===== src/rtl/led_pkg.sv =====
`default_nettype none
// ============================================================================
//  Module      : led_pkg
//  Description : Shared types and constants for the front-panel LED blink
//                scheduler: FSM state encoding, default tick timing for a
//                20 MHz clock and well-known status source indices.
//  Revision    : 1.0 - initial release
// ============================================================================
package led_pkg;

    // Blink sequencer states; 2-bit encoding.
    typedef enum logic [1:0] {
        IDLE = 2'd0,
        ON   = 2'd1,
        OFF  = 2'd2,
        GAP  = 2'd3
    } led_state_e;

    // 100 ms blink tick at 20 MHz.
    localparam int TICK_DIV_20M_100MS = 2000000;

    // Default phase lengths, in ticks.
    localparam int ON_TICKS_DFLT  = 2;
    localparam int OFF_TICKS_DFLT = 2;
    localparam int GAP_TICKS_DFLT = 10;

    // Status source indices on the shared LED.
    localparam int SRC_DSP_ERR  = 0;
    localparam int SRC_OPTOLOCK = 1;
    localparam int SRC_FASTLOCK = 2;
    localparam int SRC_SPARE    = 3;

    function automatic int max3(input int a, input int b, input int c);
        int m;
        m = (a > b) ? a : b;
        return (m > c) ? m : c;
    endfunction

endpackage : led_pkg
`default_nettype wire


===== src/rtl/led_tick_gen.sv =====
`default_nettype none
// ============================================================================
//  Module      : led_tick_gen
//  Description : Blink-tick prescaler. Counts 0..TICK_DIV-1 and emits a
//                one-cycle tick while the count sits at TICK_DIV-1.
//  Ports       : clk_20M  - system clock
//                reset_n  - asynchronous active-low reset
//                restart  - forces the count back to 0 at the next edge
//                tick     - one-cycle pulse every TICK_DIV cycles
//  Revision    : 1.0 - initial release
// ============================================================================
module led_tick_gen #(
    parameter int TICK_DIV = 2000000
) (
    input  logic clk_20M,
    input  logic reset_n,
    input  logic restart,
    output logic tick
);

    localparam int CW = (TICK_DIV > 1) ? $clog2(TICK_DIV) : 1;
    localparam logic [CW-1:0] CNT_LAST = CW'(TICK_DIV - 1);

    logic [CW-1:0] cnt_q;
    logic [CW-1:0] cnt_d;

    assign tick = (cnt_q == CNT_LAST);

    always_comb begin
        cnt_d = cnt_q + 1'b1;
        if (restart || tick) begin
            cnt_d = '0;
        end
    end

    always_ff @(posedge clk_20M or negedge reset_n) begin
        if (!reset_n) begin
            cnt_q <= '0;
        end else begin
            cnt_q <= cnt_d;
        end
    end

endmodule : led_tick_gen
`default_nettype wire


===== src/rtl/led_blink_sched.sv =====
`default_nettype none
// ============================================================================
//  Module      : led_blink_sched
//  Description : Shares one status LED among N_SRC sticky status sources.
//                Source i is shown as i+1 blinks followed by a long dark gap;
//                pending sources are served round-robin until cleared.
//  Ports       : clk_20M  - system clock (20 MHz)
//                reset_n  - asynchronous active-low reset
//                evt_in   - per-source event, sets pending
//                clr      - per-source clear (set wins on collision)
//                led_out  - registered LED drive, 1 = lit
//                busy     - registered, high whenever not IDLE
//                cur_src  - source currently (or last) displayed
//                pending  - sticky pending flags
//  Revision    : 1.0 - initial release
// ============================================================================
module led_blink_sched
    import led_pkg::*;
#(
    parameter int N_SRC     = 4,
    parameter int TICK_DIV  = TICK_DIV_20M_100MS,
    parameter int ON_TICKS  = ON_TICKS_DFLT,
    parameter int OFF_TICKS = OFF_TICKS_DFLT,
    parameter int GAP_TICKS = GAP_TICKS_DFLT,
    localparam int SW       = $clog2(N_SRC)
) (
    input  logic             clk_20M,
    input  logic             reset_n,
    input  logic [N_SRC-1:0] evt_in,
    input  logic [N_SRC-1:0] clr,
    output logic             led_out,
    output logic             busy,
    output logic [SW-1:0]    cur_src,
    output logic [N_SRC-1:0] pending
);

    localparam int MAX_T = max3(ON_TICKS, OFF_TICKS, GAP_TICKS);
    localparam int PH_W  = (MAX_T > 1) ? $clog2(MAX_T) : 1;
    localparam logic [PH_W-1:0] ON_LAST  = PH_W'(ON_TICKS - 1);
    localparam logic [PH_W-1:0] OFF_LAST = PH_W'(OFF_TICKS - 1);
    localparam logic [PH_W-1:0] GAP_LAST = PH_W'(GAP_TICKS - 1);
    localparam logic [SW-1:0]   RR_INIT  = SW'(N_SRC - 1);

    led_state_e       state_q, state_d;
    logic [N_SRC-1:0] pending_q, pending_d;
    logic [SW-1:0]    rr_q, rr_d;
    logic [SW-1:0]    cur_q, cur_d;
    logic [SW:0]      blink_q, blink_d;
    logic [PH_W-1:0]  phase_q, phase_d;
    logic             led_q, led_d;
    logic             busy_q, busy_d;

    logic             w_tick;
    logic             w_restart;
    logic             w_found;
    logic [SW-1:0]    w_grant;
    logic [SW-1:0]    w_idx;
    logic             w_abort;
    logic             w_phase_last;

    // Set has priority over clear.
    assign pending_d = (pending_q & ~clr) | evt_in;

    led_tick_gen #(
        .TICK_DIV (TICK_DIV)
    ) u_tick_gen (
        .clk_20M (clk_20M),
        .reset_n (reset_n),
        .restart (w_restart),
        .tick    (w_tick)
    );

    // Round-robin: first pending bit after the last granted source, wrapping.
    always_comb begin
        w_found = 1'b0;
        w_grant = '0;
        w_idx   = '0;
        for (int k = 1; k <= N_SRC; k++) begin
            w_idx = SW'((int'(rr_q) + k) % N_SRC);
            if (!w_found && pending_q[w_idx]) begin
                w_found = 1'b1;
                w_grant = w_idx;
            end
        end
    end

    always_comb begin
        case (state_q)
            ON:      w_phase_last = (phase_q == ON_LAST);
            OFF:     w_phase_last = (phase_q == OFF_LAST);
            GAP:     w_phase_last = (phase_q == GAP_LAST);
            default: w_phase_last = 1'b0;
        endcase
    end

    // Looking at the next pending value lets a clear cut the blink at the
    // very edge it is sampled on.
    assign w_abort = ((state_q == ON) || (state_q == OFF)) && !pending_d[cur_q];

    // State register
    always_ff @(posedge clk_20M or negedge reset_n) begin
        if (!reset_n) begin
            state_q   <= IDLE;
            pending_q <= '0;
            rr_q      <= RR_INIT;
            cur_q     <= '0;
            blink_q   <= '0;
            phase_q   <= '0;
            led_q     <= 1'b0;
            busy_q    <= 1'b0;
        end else begin
            state_q   <= state_d;
            pending_q <= pending_d;
            rr_q      <= rr_d;
            cur_q     <= cur_d;
            blink_q   <= blink_d;
            phase_q   <= phase_d;
            led_q     <= led_d;
            busy_q    <= busy_d;
        end
    end

    // Next-state logic
    always_comb begin
        state_d   = state_q;
        rr_d      = rr_q;
        cur_d     = cur_q;
        blink_d   = blink_q;
        phase_d   = phase_q;
        w_restart = 1'b0;
        if (w_abort) begin
            state_d   = GAP;
            phase_d   = '0;
            w_restart = 1'b1;
        end else begin
            case (state_q)
                IDLE: begin
                    if (w_found) begin
                        state_d   = ON;
                        cur_d     = w_grant;
                        rr_d      = w_grant;
                        blink_d   = {1'b0, w_grant} + 1'b1;
                        phase_d   = '0;
                        w_restart = 1'b1;
                    end
                end
                ON: begin
                    if (w_tick) begin
                        if (w_phase_last) begin
                            state_d = OFF;
                            blink_d = blink_q - 1'b1;
                            phase_d = '0;
                        end else begin
                            phase_d = phase_q + 1'b1;
                        end
                    end
                end
                OFF: begin
                    if (w_tick) begin
                        if (w_phase_last) begin
                            state_d = (blink_q != '0) ? ON : GAP;
                            phase_d = '0;
                        end else begin
                            phase_d = phase_q + 1'b1;
                        end
                    end
                end
                GAP: begin
                    if (w_tick) begin
                        if (w_phase_last) begin
                            state_d = IDLE;
                            phase_d = '0;
                        end else begin
                            phase_d = phase_q + 1'b1;
                        end
                    end
                end
                default: begin
                    state_d = IDLE;
                end
            endcase
        end
    end

    // Output logic, registered together with the state.
    always_comb begin
        led_d  = (state_d == ON);
        busy_d = (state_d != IDLE);
    end

    assign led_out = led_q;
    assign busy    = busy_q;
    assign cur_src = cur_q;
    assign pending = pending_q;

endmodule : led_blink_sched
`default_nettype wire


===== config.mk =====
export PLATFORM = sky130hd
export DESIGN_NAME = led_blink_sched
export DESIGN_NICKNAME = d
export VERILOG_FILES = /design/src/rtl/led_pkg.sv /design/src/rtl/led_tick_gen.sv /design/src/rtl/led_blink_sched.sv
export SDC_FILE = /design/constraint.sdc
export NUM_CORES = 1
export LEC_CHECK = 0
export ABC_AREA = 0
export BUFFER_PORTS_ARGS = -buffer_cell sky130_fd_sc_hd__clkbuf_2
export CORE_MARGIN = 5
export CORE_UTILIZATION = 59
export DETAILED_ROUTE_END_ITERATION = 10
export GPL_TIMING_DRIVEN = 1
export PLACE_DENSITY = 0.8
export SYNTH_ARGS = -nofsm -noshare
export SYNTH_HDL_FRONTEND = slang
export SYNTH_SLANG_ARGS = --single-unit

===== constraint.sdc =====
create_clock -name clk_20M -period 3.1 [get_ports clk_20M]
set_clock_uncertainty 0.15 [all_clocks]
set_input_delay 0.31 -clock clk_20M [delete_from_list [all_inputs] [get_ports clk_20M]]
set_output_delay 0.31 -clock clk_20M [all_outputs]
set_load 0.05 [all_outputs]

# == Word-level counts from Yosys, hierarchy flattened ==
# Index checks and enable logic that the tools add are counted.
# totals
reg_bits,40
latch_bits,0
ram_bits,0
romBits,0
inputBits,10
out_inout_bits,8
word_cells,99
memories,0
# classes
n_addsub,8
multipliers,0
n_div,0
n_lt_le_gt_ge,5
n_eq_ne,12
shift,0
n_mux,42
bitwise_logic,4
reduce_logical,19
# ops
op,n
two-way mux 2 bit,13
"adder 21 x 1 -> 21 bit, second input constant",1
"== test 21 bit, second input constant",1
two-way mux 21 bit,1
two-way mux 4 bit,4
"less-than comparator 2 x 3 -> 1 bit, second input constant",5
two-way mux 1 bit,12
binary-select mux 1 bit (select 2 bit),5
two-way mux 3 bit,3
case mux 2 bit (4 select lines),1
case mux 4 bit (2 select lines),1
case mux 3 bit (2 select lines),1
AND reduction 5 bit,1
"adder 2 x 1 -> 2 bit, second input constant",2
"adder 2 bit, second input constant",2
"adder 4 x 1 -> 4 bit, second input constant",1
AND 4 bit,1
"== test 2 x 1 -> 1 bit, second input constant",2
"== test 2 bit, second input constant",2
"== test 4 x 1 -> 1 bit, second input constant",1
"== test 4 bit, second input constant",1
logical AND 1 bit,4
logical NOT 1 bit,4
"!= test 2 bit, second input constant",2
other kinds (17),19

# == Logic depth before layout (Yosys ltp) ==
# Gate-level depths: netlist (run 1).
# logic_depth
ltp_word,18
depth_mapped,10
ltp_nobuf,8

# == By module ==
# A second synthesis (run 1) with hierarchy kept.
# unflattened
cells_unflattened,238
hier_area_um2,2293.4
# by_module_without_submodules
mod,n_inst,cells_per_inst,area_per_inst_um2,seq_area_each_um2
led_blink_sched,1,131,1206.2,478.0
led_tick_gen,1,107,1087.3,525.5

# == Worst setup path before layout (run 1) ==
# OpenSTA, ideal clock, no wires.
# synth_path
path_type,flip-flop to flip-flop
from,register pending_q[2] (netlist: pending[2])
to,register phase_q[2]
setup_ns,0.064
t_arrival_ns,2.354
required_ns,2.886
setup_slack_ns,0.532
stages_incl_launch_ff,8
n_path_buf,2
synth_period_minus_slack_ns,2.568
cell_sequence,dfrtp_1 a2111oi_0 or4_1 buf_2 or3b_1 clkbuf_2 nor4b_1 a21o_1
# synth_via
elab_chain_len,14
word_cells_on_any_way,28
cone_classes,eq/ne (2); mux (15); bitwise (2); reduce/logical (9)
# synth_rtl
item,line_no,rtl
"start, declared",led_blink_sched.sv:45,"logic [N_SRC-1:0] pending_q, pending_d;"
"start signal, assigned",led_blink_sched.sv:113,pending_q <= pending_d;
binary-select mux 1 bit (select 2 bit),led_blink_sched.sv:80,if (!w_found && pending_q[w_idx]) begin
two-way mux 1 bit (implied by the code),led_blink_sched.sv:80,
two-way mux 1 bit,led_blink_sched.sv:80,
logical NOT 1 bit,led_blink_sched.sv:80,
logical AND 1 bit,led_blink_sched.sv:80,
two-way mux 1 bit,led_blink_sched.sv:80,
logical NOT 1 bit,led_blink_sched.sv:80,
logical AND 1 bit,led_blink_sched.sv:80,
two-way mux 1 bit,led_blink_sched.sv:80,
logical NOT 1 bit,led_blink_sched.sv:80,
logical AND 1 bit,led_blink_sched.sv:80,
two-way mux 1 bit,led_blink_sched.sv:80,
!= test 3 bit (no line),n/a,
AND reduction 2 bit (no line),n/a,
"end signal, assigned",led_blink_sched.sv:117,phase_q <= phase_d;
"end, declared",led_blink_sched.sv:49,"logic [PH_W-1:0] phase_q, phase_d;"
# Several ways; a longest one is shown, not always the timed one. The select of a mux whose other input is x is not followed.
# A chain may end at the register's enable or synchronous reset.

# == Worst setup path in the final report (run 1) ==
# layout_path
from,register state_q[0]
to,register led_q (netlist: led_out)
# layout_via
elab_chain_len,8
word_cells_on_any_way,18
cone_classes,eq/ne (4); mux (10); reduce/logical (4)
# layout_rtl
item,line_no,rtl
"start, declared",led_blink_sched.sv:44,"led_state_e state_q, state_d;"
"start signal, assigned",led_blink_sched.sv:112,state_q <= state_d;
== test 2 x 1 -> 1 bit / == test 2 bit (equally long branches),"led_blink_sched.sv:88, led_blink_sched.sv:98, led_blink_sched.sv:136",
OR reduction 2 bit (no line),n/a,
case mux 1 bit (2 select lines),led_blink_sched.sv:88,case (state_q)
"two-way mux 2 bit, on equally long branches","led_blink_sched.sv:170, led_blink_sched.sv:149, led_blink_sched.sv:160",
"two-way mux 2 bit, on equally long branches","led_blink_sched.sv:169, led_blink_sched.sv:148, led_blink_sched.sv:159",
case mux 2 bit (4 select lines),led_blink_sched.sv:136,case (state_q)
two-way mux 2 bit (*),led_blink_sched.sv:131,if (w_abort) begin
== test 2 x 1 -> 1 bit (*),led_blink_sched.sv:187,led_d = (state_d == ON);
via led_d,led_blink_sched.sv:50,"logic led_q, led_d;"
"end signal, assigned",led_blink_sched.sv:118,led_q <= led_d;
"end, declared",led_blink_sched.sv:50,
# The timed path passes the listed nets; every way through them passes the cells marked *.

==> impl_metrics.csv, run 1 <==
group,metric,value,unit
placed_design,placed_cell_area,0.00233,mm^2
detailed_routing,routedWlPerCell,14.0,um
clock_tree,h-tree-depth,2,
placed_design,pre_cts_slack,0.354,ns
logic_synthesis,synth_cell_types,46,
grt,antenna_found_initial,0,
logic_synthesis,synth_warnings,0,
detailed_routing,wirelength,4200,um
cells_and_area,drive_gt1_frac,0.127,
grt,grt_overflow_total,0,
floorplanning,num_io_pins,18,
logic_synthesis,synth_area,0.00219,mm^2
logic_synthesis,synth-async-reset-ratio,1.00,
detailed_routing,firstDrtPassIters,4,
logic_synthesis,synth.avg_cell_area,9.46,um^2
floorplanning,core-area,0.00363,mm^2
logic_synthesis,synth_edf_count,0,
clock_tree,insertion_delay,0.29,ns
critical_path,critPathKind,"reg -> reg",
detailed_routing,drtIter0Drc,158,
sta,drv_slew,0,
logic_synthesis,synth_seq_cells,40,
critical_path,r2r_start,"state_q[0]$_DFF_PN0_",
floorplanning,die_x,71.0,um
sta,rsz0062_at_grt,"false",
detailed_routing,drtAntennaViolNets,0,
floorplanning,start_util,0.604,
logic_synthesis,yosysTopAreaCell,"dfrtp_1",
sta,fin_crit_sh,0.910,
logic_synthesis,yosysTopAreaCellShare,0.433,
clock_tree,cts_resized,0,
power,p_per_area,894,mW/mm^2
sta,hold_violations,0,
floorplanning,die_area,0.00504,mm^2
critical_path,startpoint_type,"flip-flop",
clock_tree,cts_root_buf,"clkbuf_8",
job,cap_violations,0,
sta,fin_crit,2.82,ns
cells_and_area,n_antenna_cell,0,
clock_tree,cts_tree,"built",
clock_tree,clkSinkCount,40,
critical_path,cp-end-kind,"flip-flop",
sta,setup_ws,0.278,ns
sta,worstMarginPinSlew,0.972,ns
sta,slew_headroom,0.352,
logic_synthesis,syn_nets,252,
clock_tree,cts_made_buffers,5,
critical_path,rr_worst_depth,8,
grt,grt_max_degree,41,
grt,track_usage,0.183,
critical_path,worstPathMaxFanout,8,
clock_tree,ctsHoldBuffers,0,
clock_tree,postCtsSetupBuffers,0,
cells_and_area,syn_to_final_growth,12.0,%
sta,setup_viol_count_final,0,
critical_path,cp.required,3.11,ns
logic_synthesis,synthCells,232,
floorplanning,die_height,71.0,um
cells_and_area,layout_common_cells,"38 x dfrtp_1, 31 x nor2_1, 17 x clkbuf_2, 16 x inv_1, 16 x nand3_1",
sta,whs,0.0122,ns
logic_synthesis,synth_area_leaders,"dfrtp_1 43%, ha_1 5.7%, nor2_1 5.3%",
detailed_routing,via_per_inst,5.52,
outcome,status,"completed",
floorplanning,num_rows,22,
grt,first_global_vias,1577,
critical_path,reg2reg_slack,0.28,ns
placed_design,gp_congestion,0.816,
logic_synthesis,yosysSeqAreaShare,0.457,
grt,grt_pass1_wl,7380,um
critical_path,critPathLaunch,"state_q[0]$_DFF_PN0_",
clock_tree,clkTransAtPathRegs,0.08,ns
critical_path,arrival,2.83,ns
clock_tree,clock_path_buffers,2,
cells_and_area,nets,272,
sta,setup_tns,0,ns
critical_path,crit_end,"led_out$_DFF_PN0_",
detailed_routing,drc,0,
sta,max_freq,354,MHz
detailed_routing,via_count,1655,
placed_design,hpwl,2910,um
power,irDropWorstVdd,568,uV
placed_design,port_buffers,17,
critical_path,reg2reg_to,"led_out$_DFF_PN0_",
cells_and_area,final_common_cell,"dfrtp_1",
power,leakagePower,0.00116,uW
cells_and_area,stdcell_area,0.00246,mm^2
logic_synthesis,ys.flop_type,"dfrtp_1",
worst_hold_path,hold_path.class,"in -> async",
synth_stat cells (2+ instances only):
cell,count
xnor2_1,7
o22ai_1,3
nor3_1,6
nor4b_1,3
a21oi_1,7
nand3_1,16
inv_1,16
clkbuf_1,4
nand2b_1,8
a2111oi_0,4
mux2i_1,2
nor2_1,31
xor2_1,13
and3_1,4
o31ai_1,3
nor4_1,2
dfstp_2,2
nand4_1,3
o21bai_1,2
a31oi_1,3
ha_1,10
dfrtp_1,38
a21o_1,8
nand2_1,15
stage by stage:
step | utilization | power, uW | std cells
finish | 0.677 | 2200 | 300
global route | 0.677 | 2370 | 300
CTS | 0.677 | 2210 | 300
detailed placement | 0.641 | 1710 | 293
global placement | 0.641 | 1670 | 293
floorplan | - | 1500 | 232
worst max-delay path, stage by stage, from the launching register on:
cell and delay [ns]:
dfrtp_1 0.41, inv_1 0.08, ha_1 0.31, nand2b_1 0.10, a2111oi_0 0.07, or4_1 0.67
nand2b_1 0.26, o32ai_1 0.52, nor2_1 0.12
cell families (layout without fill, tap and decap cells):
| group | count (synthesis) | in the layout | share of synthesized area |
|---|---|---|---|
| simple gates | 101 | 101 | 0.239 |
| fa+ha+maj | 10 | 10 | 0.0570 |
| compound gates | 37 | 37 | 0.119 |
| flops | 40 | 40 | 0.457 |
| xor+xnor | 20 | 20 | 0.0798 |
| buf+inv | 22 | 42 | 0.0388 |
| mux | 2 | 2 | 0.00912 |
registers in the layout, indices dropped and copies added (netlist names):
signal	cells
u_tick_gen.cnt_q	21
busy	1
rr_q	2
state_q	2
pending	4
led_out	1
cur_src	2
phase_q	4
blink_q	3
metal layers:
layer / global-route usage / up-vias / routed length (um)
met5: 0 / - / 0
li1: - / 850 / -
met4: 0.0647 / 0 / 60
met3: 0.0469 / 6 / 175
met1: 0.260 / 777 / 2020
met2: 0.271 / 22 / 1940
power breakdown:
part | switching, uW | total, uW | internal [uW]
clock | 176 | 492 | 317
sequential | 115 | 767 | 651
combinational | 598 | 939 | 341
worst min path at each step:
| stage | slack [ns] | from | end | depth (start not counted) |
|---|---|---|---|---|
| final | 0.01 | reset_n | u_tick_gen.cnt_q[16]$_DFF_PN0_ | 1 |
| after global routing | 0.07 | evt_in[3] | pending[3]$_DFF_PN0_ | 2 |
| after CTS | 0.05 | reset_n | u_tick_gen.cnt_q[17]$_DFF_PN0_ | 1 |
| after detailed placement | 0.35 | u_tick_gen.cnt_q[0]$_DFF_PN0_ | u_tick_gen.cnt_q[0]$_DFF_PN0_ | 1 |
| after global placement | 0.35 | u_tick_gen.cnt_q[0]$_DFF_PN0_ | u_tick_gen.cnt_q[0]$_DFF_PN0_ | 1 |
| after floorplan | -0.14 | reset_n | blink_q[0]$_DFFE_PN0P_ | 0 |
cell type report:
| cell class | count | area, um^2 |
|---|---|---|
| fill | 296 | 1170 |
| sequential | 40 | 1000 |
| timing repair buffer | 19 | 100 |
| inverter | 16 | 60.1 |
| clock inverter | 2 | 60.1 |
| multi-input combinational | 170 | 1110 |
| clock buffer | 5 | 68.8 |
| tap | 48 | 60.1 |
(Power assumes the default switching activity.)
==> run 2: changes to the inputs <==
--- a/config.mk
+++ b/config.mk
@@ -8,10 +8,10 @@
 export ABC_AREA = 0
 export BUFFER_PORTS_ARGS = -buffer_cell sky130_fd_sc_hd__clkbuf_2
 export CORE_MARGIN = 5
-export CORE_UTILIZATION = 59
+export CORE_UTILIZATION = 53
 export DETAILED_ROUTE_END_ITERATION = 10
-export GPL_TIMING_DRIVEN = 1
-export PLACE_DENSITY = 0.8
+export GPL_TIMING_DRIVEN = 0
+export PLACE_DENSITY = 0.76
 export SYNTH_ARGS = -nofsm -noshare
 export SYNTH_HDL_FRONTEND = slang
 export SYNTH_SLANG_ARGS = --single-unit
==> constraint.sdc (replaced) <==
create_clock -name clk_20M -period 2.4 [get_ports clk_20M]
set_clock_uncertainty 0.15 [all_clocks]
set_input_delay 0.24 -clock clk_20M [delete_from_list [all_inputs] [get_ports clk_20M]]
set_output_delay 0.24 -clock clk_20M [all_outputs]
set_load 0.05 [all_outputs]
==> run 2 against run 1 <==
Effect of this change: the flow now finishes with violations (setup timing); global-route usage is 0.28 points higher; setup slack worse by 0.37 ns; routed wire length is 21% higher; cell count is 7.0% higher; utilization is 1.4 points higher; flip-flop and latch count stayed put; cell area is 12% higher; critical path type unchanged; largest cell class unchanged; highest routed layer unchanged.
==> impl_metrics.csv, run 2 (synthesis gave the netlist of run 1 again) <==
group,metric,value,unit
cells_and_area,largest-register,"u_tick_gen.cnt_q",
outcome,status,"complete, but fails checks",
floorplanning,die_area,0.00553,mm^2
job,cap_violations,0,
grt,grt_max_degree,41,
critical_path,critPathMaxStageDelay,0.61,ns
cells_and_area,n_antenna_cell,0,
cells_and_area,drive_gt1_frac,0.262,
power,p_comb_frac,0.553,
detailed_routing,drtAntennaViolNets,0,
power,leakagePower,0.00127,uW
detailed_routing,via_per_inst,5.72,
power,power_frac_clock,0.164,
grt,track_usage,0.186,
clock_tree,clock_path_buffers,2,
clock_tree,cts_root_buf,"clkbuf_8",
detailed_routing,via_count,1835,
grt,antenna_found_initial,0,
critical_path,rr_worst_depth,8,
detailed_routing,wirelength,5070,um
cells_and_area,syn_to_final_growth,25.9,%
power,swShare,0.425,
sta,hold_violations,0,
critical_path,cp.required,2.49,ns
cells_and_area,layout_common_cells,"34 x dfrtp_1, 30 x nor2_1, 17 x clkbuf_2, 16 x nand3_1",
sta,drv_slew,0,
worst_hold_path,min_to,"pending[0]$_DFF_PN0_",
sta,slew_headroom,0.335,
placed_design,hpwl,2940,um
sta,fin_crit_sh,1.04,
cells_and_area,nets,290,
critical_path,crit_chain,"inv_2 -> ha_4 -> nand2b_4 -> a2111oi_2 -> or4_4 -> or3b_4 -> nor4b_2 -> a21o_1",
detailed_routing,drc,0,
critical_path,worstPathMaxFanout,7,
placed_design,gp_congestion,0.832,
power,irDropWorstVdd,715,uV
sta,max_freq,401,MHz
clock_tree,clkSinkCount,40,
sta,worstMarginPinSlew,0.998,ns
critical_path,crit_family,"simple AND/OR/NAND/NOR gates",
placed_design,placed_cell_area,0.00235,mm^2
detailed_routing,routedWlPerCell,15.8,um
cells_and_area,final_common_cell,"dfrtp_1",
power,p_per_area,1250,mW/mm^2
critical_path,startpoint_type,"flip-flop",
worst_hold_path,holdPathStages,2,
floorplanning,die_height,74.4,um
sta,whs,0.00543,ns
detailed_routing,drtIter0Drc,171,
power,internal_power,1990,uW
critical_path,reg2reg_to,"phase_q[2]$_DFFE_PN0P_",
power,power_frac_seq,0.283,
critical_path,cp_num_buf_inv,1,
placed_design,port_buffers,17,
cells_and_area,fin_util,0.691,
grt,grt_overflow_total,0,
cells_and_area,fillerInstances,277,
clock_tree,h-tree-depth,2,
critical_path,reg2reg_slack,-0.09,ns
power,switchingPower,1470,uW
critical_path,arrival,2.59,ns
sta,rsz0062_at_grt,"true",
clock_tree,insertion_delay,0.31,ns
clock_tree,cts_made_buffers,5,
critical_path,critPathKind,"reg -> reg",
grt,first_global_vias,1681,
floorplanning,die_x,74.4,um
grt,grt_pass1_wl,7830,um
floorplanning,num_rows,23,
placed_design,pre_cts_slack,-0.311,ns
critical_path,cp-end-kind,"flip-flop",
sta,fin_crit,2.49,ns
detailed_routing,firstDrtPassIters,4,
worst_hold_path,hold_path.startpoint,"evt_in[0]",
cells_and_area,largest_reg_flops,21,
clock_tree,clkTransAtPathRegs,0.08,ns
sta,setup_viol_count_final,8,
sta,setup_ws,-0.0942,ns
critical_path,slowest_stage,"or4_4",
floorplanning,start_util,0.549,
critical_path,r2r_start,"state_q[0]$_DFF_PN0_",
critical_path,cp.depth,8,
floorplanning,core-area,0.00400,mm^2
outcome,violations,"setup timing",
clock_tree,cts_tree,"built",
floorplanning,num_io_pins,18,
sta,setup_tns,-0.165,ns
worst_hold_path,hold_path.class,"in -> reg",
cells_and_area,stdcell_area,0.00276,mm^2
run 2: cell types whose count changed in the layout (fill, tap and decap cells not counted), moves of 3 or more:
| cell | before | now |
|---|---|---|
| a2111oi_0 | 4 | 1 |
| buf_4 | 2 | 12 |
| dfrtp_1 | 38 | 34 |
| dfrtp_2 | 0 | 4 |
| o31ai_2 | 0 | 3 |
| o31ai_1 | 3 | 0 |
| dlygate4sd3_1 | 0 | 3 |
run 2: area by class of cell:
class	count	area [um^2]	share of cell area
inverter	16	60.1	0.0217
timing repair buffer	33	216	0.0783
clock inverter	3	42.5	0.0154
multi-input combinational	170	1270	0.459
sequential	40	1010	0.365
clock buffer	5	68.8	0.0249
tap	50	62.6	0.0226
buffer	4	36.3	0.0131
run 2: layer usage:
layer  part of all wire  track usage
met1               0.43        0.261
met2               0.50        0.282
met3              0.052       0.0419
met4              0.016       0.0692
met5                  0            0
run 2: how the worst max path moves through the flow:
| stage | from | endpoint | slack, ns |
|---|---|---|---|
| 2_1_floorplan | state_q[0]$_DFF_PN0_ | blink_q[2]$_DFFE_PN0P_ | -0.13 |
| 3_3_place_gp | state_q[1]$_DFF_PN0_ | busy$_DFF_PN0_ | -0.30 |
| 3_5_place_dp | state_q[0]$_DFF_PN0_ | busy$_DFF_PN0_ | -0.31 |
| 4_1_cts | state_q[1]$_DFF_PN0_ | blink_q[2]$_DFFE_PN0P_ | -0.05 |
| 5_1_grt | state_q[1]$_DFF_PN0_ | phase_q[2]$_DFFE_PN0P_ | -0.14 |
| 6_report | state_q[0]$_DFF_PN0_ | phase_q[2]$_DFFE_PN0P_ | -0.09 |
run 2: metrics by stage:
stage               instances  power, uW
CTS                       318       3220
global route              321       3650
detailed placement        299       2230
floorplan                 232       1950
finish                    321       3460
global placement          299       2200
run 2: power groups by stage:
stage / Clock [uW] / Sequential, uW / Combinational [uW]
final: 566 / 978 / 1910
after global routing: 597 / 996 / 2060
after CTS: 568 / 968 / 1690
after detailed placement: 0 / 981 / 1250
after global placement: 0 / 980 / 1220
after floorplan: 0 / 1090 / 860
run 2: repair_timing:
action	in CTS	in global routing
endpoints found under the setup margin	33	35
gates resized for setup	28	13
endpoints found under the hold margin	40	0
cloned	0	1
buffers inserted	9	3
hold buffers	3	0
pin swaps	6	5
==> run 3: changes to the inputs <==
--- a/config.mk
+++ b/config.mk
@@ -6,12 +6,13 @@
 export NUM_CORES = 1
 export LEC_CHECK = 0
 export ABC_AREA = 0
-export BUFFER_PORTS_ARGS = -buffer_cell sky130_fd_sc_hd__clkbuf_2
+export CAP_MARGIN = 40
 export CORE_MARGIN = 5
-export CORE_UTILIZATION = 53
+export CORE_UTILIZATION = 56
 export DETAILED_ROUTE_END_ITERATION = 10
+export DONT_BUFFER_PORTS = 1
 export GPL_TIMING_DRIVEN = 0
-export PLACE_DENSITY = 0.76
+export PLACE_DENSITY = 0.75
 export SYNTH_ARGS = -nofsm -noshare
 export SYNTH_HDL_FRONTEND = slang
 export SYNTH_SLANG_ARGS = --single-unit
==> run 3 against run 2 <==
Effect of this change: the flow still finishes with violations (setup timing); utilization rose by 7.2 points; cell count fell by 1.6%; routed wire length rose by 6.7%; critical path depth did not move; clock power fell by 3%; hold slack improved by 0.22 ns; setup slack got worse by 0.078 ns; total power rose by 1.4%; global-route usage rose by 0.41 points; critical path type unchanged; largest cell class unchanged; highest routed layer unchanged.
==> impl_metrics.csv, run 3 (synthesis gave the netlist of run 1 again) <==
group,metric,value,unit
clock_tree,cts_root_buf,"clkbuf_8",
grt,track_usage,0.190,
placed_design,gp_congestion,0.805,
critical_path,arrival,2.66,ns
floorplanning,start_util,0.591,
floorplanning,die_area,0.00527,mm^2
cells_and_area,n_antenna_cell,0,
clock_tree,cts_tree,"built",
grt,grt_pass1_wl,7920,um
floorplanning,die_x,72.6,um
job,cap_violations,0,
placed_design,hpwl,2780,um
sta,worstMarginPinSlew,0.671,ns
critical_path,cp.required,2.49,ns
critical_path,crit_family,"simple AND/OR/NAND/NOR gates",
clock_tree,h-tree-depth,2,
grt,grt_max_degree,41,
detailed_routing,firstDrtPassIters,4,
sta,fin_crit,2.57,ns
clock_tree,clkTransAtPathRegs,0.08,ns
clock_tree,clkSinkCount,40,
outcome,violations,"setup timing",
critical_path,cp-end-kind,"flip-flop",
critical_path,critPathKind,"reg -> reg",
cells_and_area,drive_gt1_frac,0.243,
critical_path,cp_num_buf_inv,1,
power,p_per_area,1240,mW/mm^2
sta,whs,0.229,ns
power,leakagePower,0.00126,uW
sta,fin_crit_sh,1.07,
placed_design,port_buffers,0,
floorplanning,num_rows,22,
critical_path,startpoint_type,"flip-flop",
floorplanning,core-area,0.00372,mm^2
placed_design,placed_cells,280,
placed_design,pre_cts_slack,-0.341,ns
detailed_routing,routedWlPerCell,17.1,um
sta,slew_headroom,0.547,
clock_tree,insertion_delay,0.29,ns
grt,antenna_found_initial,0,
grt,first_global_vias,1724,
outcome,status,"complete, but fails checks",
placed_design,placed_cell_area,0.00227,mm^2
detailed_routing,drc,0,
cells_and_area,largest_reg_flops,21,
sta,setup_ws,-0.172,ns
clock_tree,cts_made_buffers,5,
cells_and_area,final_common_cell,"dfrtp_1",
worst_hold_path,hold_path.class,"in -> async",
critical_path,slowest_stage,"or4_4",
cells_and_area,stdcell_area,0.00284,mm^2
sta,hold_violations,0,
grt,grt_overflow_total,0,
detailed_routing,via_per_inst,6.00,
floorplanning,die_height,72.6,um
critical_path,critPathMaxStageDelay,0.61,ns
critical_path,crit_chain,"inv_2 -> ha_4 -> nand2b_4 -> a2111oi_4 -> or4_4 -> or3b_4 -> nor4_4 -> a211o_1",
floorplanning,num_io_pins,18,
cells_and_area,layout_common_cells,"32 x dfrtp_1, 30 x nor2_1, 17 x buf_4",
detailed_routing,drtAntennaViolNets,0,
sta,drv_slew,0,
cells_and_area,largest-register,"u_tick_gen.cnt_q",
clock_tree,clock_path_buffers,2,
detailed_routing,wirelength,5410,um
power,power,3510,uW
critical_path,worstPathMaxFanout,6,
cells_and_area,syn_to_final_growth,29.2,%
sta,rsz0062_at_grt,"true",
detailed_routing,drtIter0Drc,122,
sta,setup_viol_count_final,28,
sta,max_freq,389,MHz
detailed_routing,via_count,1896,
power,irDropWorstVdd,905,uV
cells_and_area,fin_cells,316,
cells_and_area,nets,287,
-- run 3: cell type report --
class                      count  area, um^2
tap                           48        60.1
clock buffer                   6        72.6
multi-input combinational    170        1290
timing repair buffer          30         274
sequential                    40        1010
fill                         225         881
buffer                         4        35.0
inverter                      16        60.1
clock inverter                 2        35.0
-- run 3: what timing repair did --
item	4_1_cts	5_1_grt
pin swaps	6	11
hold buffers	10	0
resized for setup	28	20
setup endpoints to repair	35	34
buffers inserted	9	10
endpoints found under the hold margin	44	0
cloned	1	0
-- run 3: per-layer routing --
metal,vias to the layer above,share of wire,global-route usage
met2,70,0.50,0.325
met1,930,0.41,0.247
li1,878,-,-
met4,0,0.032,0.0471
met3,18,0.049,0.0372
met5,-,0,0
-- run 3: through the flow --
step,util,TNS [ns]
detailed placement,0.610,-8.69
floorplan,-,-0.389
CTS,0.714,-2.03
finish,0.763,-1.41
global placement,0.610,-7.54
global route,0.763,-3.56
-- run 3: path summary, 6_finish.rpt --
kind                                          startpoint                             to  slack (ns)  cells after the start
setup / recovery                    state_q[0]$_DFF_PN0_         phase_q[3]$_DFFE_PN0P_       -0.17                      8
hold / removal                                   reset_n                 busy$_DFF_PN0_        0.23                      2
setup reg to reg                    state_q[0]$_DFF_PN0_         phase_q[3]$_DFFE_PN0P_       -0.17                      8
hold reg to reg            u_tick_gen.cnt_q[0]$_DFF_PN0_  u_tick_gen.cnt_q[0]$_DFF_PN0_        0.36                      1
max in group asynchronous                        reset_n            rr_q[0]$_DFFE_PN1P_        1.61                      2
min in group clk_20M       u_tick_gen.cnt_q[0]$_DFF_PN0_  u_tick_gen.cnt_q[0]$_DFF_PN0_        0.36                      1
-- run 3: where the power goes --
| part | switching [uW] | leakage (uW) | total (uW) | internal (uW) |
|---|---|---|---|---|
| clock | 239 | 0.0000552 | 548 | 309 |
| combinational | 947 | 0.000694 | 1830 | 886 |
| sequential | 284 | 0.000509 | 1130 | 842 |
